`src/rtl/addsub_arbiter.sv`:
```
// Two-requester front end for a shared WIDTH-bit ripple adder-subtractor.
// Requests are arbitrated round-robin and the granted operation is computed
// and captured in a single result register. That register carries the ID of
// the requester that issued it.
//
// state | meaning
// ------+-------------------------------------------------------------
// IDLE  | result register empty, out_valid=0
// FULL  | result register holds a result, out_valid=1
module addsub_arbiter #(
  parameter int WIDTH = 4
) (
  input  logic             clk,
  input  logic             rst,
  input  logic             req0_valid,
  output logic             req0_ready,
  input  logic [WIDTH-1:0] req0_a,
  input  logic [WIDTH-1:0] req0_b,
  input  logic             req0_sel,
  input  logic             req1_valid,
  output logic             req1_ready,
  input  logic [WIDTH-1:0] req1_a,
  input  logic [WIDTH-1:0] req1_b,
  input  logic             req1_sel,
  output logic             out_valid,
  input  logic             out_ready,
  output logic [WIDTH-1:0] out_res,
  output logic             out_cout,
  output logic             out_id
);

  localparam logic [0:0] IDLE = 1'b0;
  localparam logic [0:0] FULL = 1'b1;

  logic [0:0]       state;
  logic             last_grant;
  logic             can_accept;
  logic             gnt_any;
  logic             gnt_id;
  logic             accept;
  logic [WIDTH-1:0] op_a;
  logic [WIDTH-1:0] op_b;
  logic             op_sel;
  logic [WIDTH-1:0] sum;
  logic [WIDTH:0]   carry;

  assign out_valid = (state == FULL);

  // The register can take new data when it is empty or is being drained this cycle.
  // The reset cycle accepts nothing, so no ready is raised while rst is high.
  assign can_accept = !out_valid || out_ready;
  assign gnt_any    = req0_valid || req1_valid;
  assign accept     = !rst && can_accept && gnt_any;
  assign req0_ready = accept && !gnt_id;
  assign req1_ready = accept && gnt_id;

  // Round-robin pick. Under contention the requester not served last wins.
  // Otherwise the only valid requester wins.
  always_comb begin
    gnt_id = 1'b0;
    if (req0_valid && req1_valid) begin
      gnt_id = !last_grant;
    end else if (req1_valid) begin
      gnt_id = 1'b1;
    end
  end

  // Operand steering from the granted requester into the shared datapath.
  always_comb begin
    op_a   = req0_a;
    op_b   = req0_b;
    op_sel = req0_sel;
    if (gnt_id) begin
      op_a   = req1_a;
      op_b   = req1_b;
      op_sel = req1_sel;
    end
  end

  // Ripple-carry adder computing A + (B ^ sel) + sel.
  // The final carry is the add carry-out, or the no-borrow flag for a subtract.
  always_comb begin
    sum      = '0;
    carry    = '0;
    carry[0] = op_sel;
    for (int i = 0; i < WIDTH; i++) begin
      sum[i]     = op_a[i] ^ (op_b[i] ^ op_sel) ^ carry[i];
      carry[i+1] = (op_a[i] & (op_b[i] ^ op_sel)) |
                   (carry[i] & (op_a[i] ^ (op_b[i] ^ op_sel)));
    end
  end

  // Result register and arbitration history.
  // Without an accept or a drain, the held result is left untouched.
  always_ff @(posedge clk) begin
    if (rst) begin
      state      <= IDLE;
      out_res    <= '0;
      out_cout   <= 1'b0;
      out_id     <= 1'b0;
      last_grant <= 1'b1;
    end else if (accept) begin
      state      <= FULL;
      out_res    <= sum;
      out_cout   <= carry[WIDTH];
      out_id     <= gnt_id;
      last_grant <= gnt_id;
    end else if (out_ready) begin
      state <= IDLE;
    end
  end

endmodule

```
`config.mk`:
```
export PLATFORM = sky130hd
export DESIGN_NAME = addsub_arbiter
export DESIGN_NICKNAME = d
export VERILOG_FILES = /design/src/rtl/addsub_arbiter.sv
export SDC_FILE = /design/constraint.sdc
export NUM_CORES = 1
export LEC_CHECK = 0
export CORE_MARGIN = 2
export CORE_UTILIZATION = 37
export CTS_CLUSTER_DIAMETER = 40
export CTS_CLUSTER_SIZE = 28
export DETAILED_ROUTE_END_ITERATION = 6
export PLACE_DENSITY = 0.88
export RECOVER_POWER = 25
export SLEW_MARGIN = 20
export SYNTH_ARGS = -nofsm -noshare
export SYNTH_HDL_FRONTEND = slang
export SYNTH_SLANG_ARGS = --single-unit
```
`constraint.sdc`:
```
create_clock -name clk -period 2.9 [get_ports clk]
set_input_delay 0.58 -clock clk [delete_from_list [all_inputs] [get_ports clk]]
set_output_delay 0.58 -clock clk [all_outputs]
set_load 0.1 [all_outputs]
```
==> flow_summary.json <==
{
  "tightest_slew_ns": 1.17,
  "slowest_delay_ns": 0.46,
  "worst-path-buf-inv": 1,
  "tritoncts": "built",
  "period_minus_slack_ns": 2.81,
  "synth_enable_flop_cells": 0,
  "endpoint": "out_res[3]$_SDFFE_PP0P_",
  "routed_wl_um": 1610,
  "start_util_pct": 39.5,
  "rr_worst_depth": 8,
  "core_um2": 1510,
  "setup_slack_ns": 0.0865,
  "synthArstFlopShare_pct": 0,
  "slowest_stage": "clkdlybuf4s50_1",
  "port_buffers": 31,
  "ys_warn_count": 0,
  "synth_cell_types": 22,
  "place_congestion": 0.782,
  "vias": 597,
  "min_path_type": "flop to flop",
  "syn_inst": 59,
  "synth_most_common_cell": "dfxtp_1",
  "worst-r2r-setup-slack_ns": 0.38,
  "critical-path-top-delay-family": "adder cells",
  "grt_max_degree": 11,
  "htreeDepth": 1,
  "cts-root-buf": "clkbuf_4",
  "cts.clk_slew.worst_paths_ns": 0.06,
  "ys_top_cells_by_count": "dfxtp_1 (8), mux2_2 (7), nor2b_1 (6), xor2_1 (5), nand2_1 (4)",
  "drv_slew": 0,
  "num_rows": 14,
  "drive_above_1_share_pct": 34.6,
  "cts-buffers-inserted": 3,
  "synth_top_area_cell": "dfxtp_1",
  "power.density_nw_per_um2": 493,
  "die-area_um2": 1940,
  "cts_sinks": 8,
  "die_h_um": 44.1,
  "dpl.hpwl_um": 1290,
  "crit_start": "req0_sel",
  "cp.required_ns": 3.04,
  "cpMostUsedCell": "fa_2",
  "grt_overflow": 0,
  "clk-insertion-delay-late_ns": 0.26,
  "ant_nets": 0,
  "antenna_cells": 0,
  "cp.arrival_ns": 2.95,
  "dieWidth_um": 44.1,
  "multi_input_area_um2": 440,
  "maxSlewHeadroom_pct": 22.2,
  "start_kind": "input pin",
  "first_pass_iters": 2,
  "cap_violations": 0,
  "total_power_uw": 520,
  "hold_viol_final": 0,
  "ir_drop_mv": 0.321,
  "grt_pass1_wl_um": 2750,
  "netlist.area_leader.share_pct": 26.9,
  "via_per_inst": 4.98,
  "pre_cts_ws_ns": -0.415,
  "clock_skew_ns": 0.00624,
  "fillers": 112,
  "crit_chain": "clkdlybuf4s50_1, nor2b_1, a211oi_2, a21oi_2, fa_2, fa_2, fa_1, mux2_2",
  "grt_pass1_vias": 646,
  "endpoint_kind": "flop",
  "antenna_found_initial": 0,
  "ys_ff_latch": 8,
  "synth_area_um2": 594,
  "finalNetCount": 132,
  "drt_iter0_markers": 4,
  "gr-usage-all-layers_pct": 19.8,
  "wl_per_cell_um": 13.4,
  "r2r_end": "out_res[3]$_SDFFE_PP0P_",
  "fin_crit_sh_pct": 97.0,
  "netlist_top_cells_area": "dfxtp_1 (27%), mux2_2 (13%), fa_1 (10%)",
  "synthFlopType": "dfxtp_1",
  "run_status": "finished clean",
  "post-route-drc-count": 0,
  "regArea_um2": 160,
  "cp.depth": 8,
  "max_freq_mhz": 355,
  "cp_max_fo": 3,
  "setup-violations-final": 0,
  "r2r-start": "last_grant$_SDFFE_PP1P_",
  "grt_setup_unrepaired": "false",
  "cts_max_path_buffers": 2,
  "final_util_pct": 69.9,
  "synth.net_count": 85,
  "p_leak_nw": 0.453,
  "crit_type": "input pin to flop",
  "area_growth_pct": 77.3,
  "syn_avg_cell_area_um2": 10.1,
  "yosysSeqAreaShare_pct": 26.9,
  "ioPinCount": 32
}
[through the flow]
step	std cells	TNS, ns	area [µm²]	hold WS (ns)
4_1_cts	120	0	1060	0.495
2_1_floorplan	59	0	609	0.503
6_report	120	0	1050	0.486
3_3_place_gp	115	-0.591	1010	0.453
5_1_grt	120	0	1050	0.506
3_5_place_dp	115	-0.769	1010	0.485
[where the power goes]
| part | leakage, nW | total [mW] | internal, mW | switching (mW) |
|---|---|---|---|---|
| logic | 0.372 | 0.297 | 0.104 | 0.193 |
| registers | 0.0665 | 0.137 | 0.128 | 0.00956 |
| clock network | 0.0138 | 0.0859 | 0.0474 | 0.0385 |
| total | 0.453 | 0.520 | 0.279 | 0.241 |
[worst min path at each step]
stage                     depth (start not counted)                       to               startpoint  slack, ns
final                                             2      out_id$_SDFFE_PP0P_      out_id$_SDFFE_PP0P_       0.49
after global routing                              2      out_id$_SDFFE_PP0P_      out_id$_SDFFE_PP0P_       0.51
after floorplan                                   2  last_grant$_SDFFE_PP1P_  last_grant$_SDFFE_PP1P_       0.50
after global placement                            2  out_res[0]$_SDFFE_PP0P_  out_res[0]$_SDFFE_PP0P_       0.45
after CTS                                         2  out_res[0]$_SDFFE_PP0P_  out_res[0]$_SDFFE_PP0P_       0.50
after detailed placement                          2  out_res[0]$_SDFFE_PP0P_  out_res[0]$_SDFFE_PP0P_       0.48
[cells by family (layout without fill, tap and decap cells)]
logic type | count (synthesis) | after routing | synth area share, %
AND/OR/NAND/NOR | 14 | 14 | 14.3
AO/OA/AOI/OAI | 11 | 11 | 13.5
multiplexers | 10 | 10 | 18.3
XOR/XNOR | 8 | 8 | 11.8
flip-flops | 8 | 8 | 26.9
buffers and inverters | 5 | 50 | 5.05
adder cells (fa/ha/maj) | 3 | 3 | 10.1
[tightest hold or removal path, cell delays in order (launching register included)]
cell and delay (ns):
dfxtp_1 0.31, o31ai_1 0.07, a21oi_1 0.06
[cell type report]
class                   count  area share, %
clock buffers               3           2.14
inverters                   3           1.07
multi-input cells          46           41.8
flip-flops and latches      8           15.2
well taps                  16           1.90
repair buffers             44           37.9
[per-layer routing]
metal	GRT usage [%]	vias up	part of all wire (%)
li1	-	293	-
met1	20.9	282	39
met2	37.9	18	55
met3	5.31	4	4.3
met4	5.45	0	1.7
met5	0	-	0
[sequential cells by signal, summed over array words and instances (netlist names)]
register,count
out_valid,1
out_id,1
out_res,4
last_grant,1
out_cout,1
[layout by cell type, fill, tap and decap left out, types with 2 or more instances in the layout]
master            n
a21oi_1           2
buf_12            2
buf_4            15
clkbuf_1          4
clkbuf_4          3
clkdlybuf4s50_1  19
dfxtp_1           8
dlygate4sd2_1     2
fa_2              2
inv_1             3
mux2_2            6
mux2i_1           2
nand2_1           4
nor2b_1           6
o21ai_0           2
xnor2_1           3
xor2_1            5
[repair_timing]
| item | in CTS | in global routing |
|---|---|---|
| endpoints found under the hold margin | 0 | 0 |
| pin swaps | 2 | 0 |
| gates resized for setup | 9 | 2 |
| setup buffers | 2 | 0 |
| endpoints found under the setup margin | 2 | 1 |
| hold buffers | 0 | 0 |
Note: power is estimated with default switching activity, not from simulation.
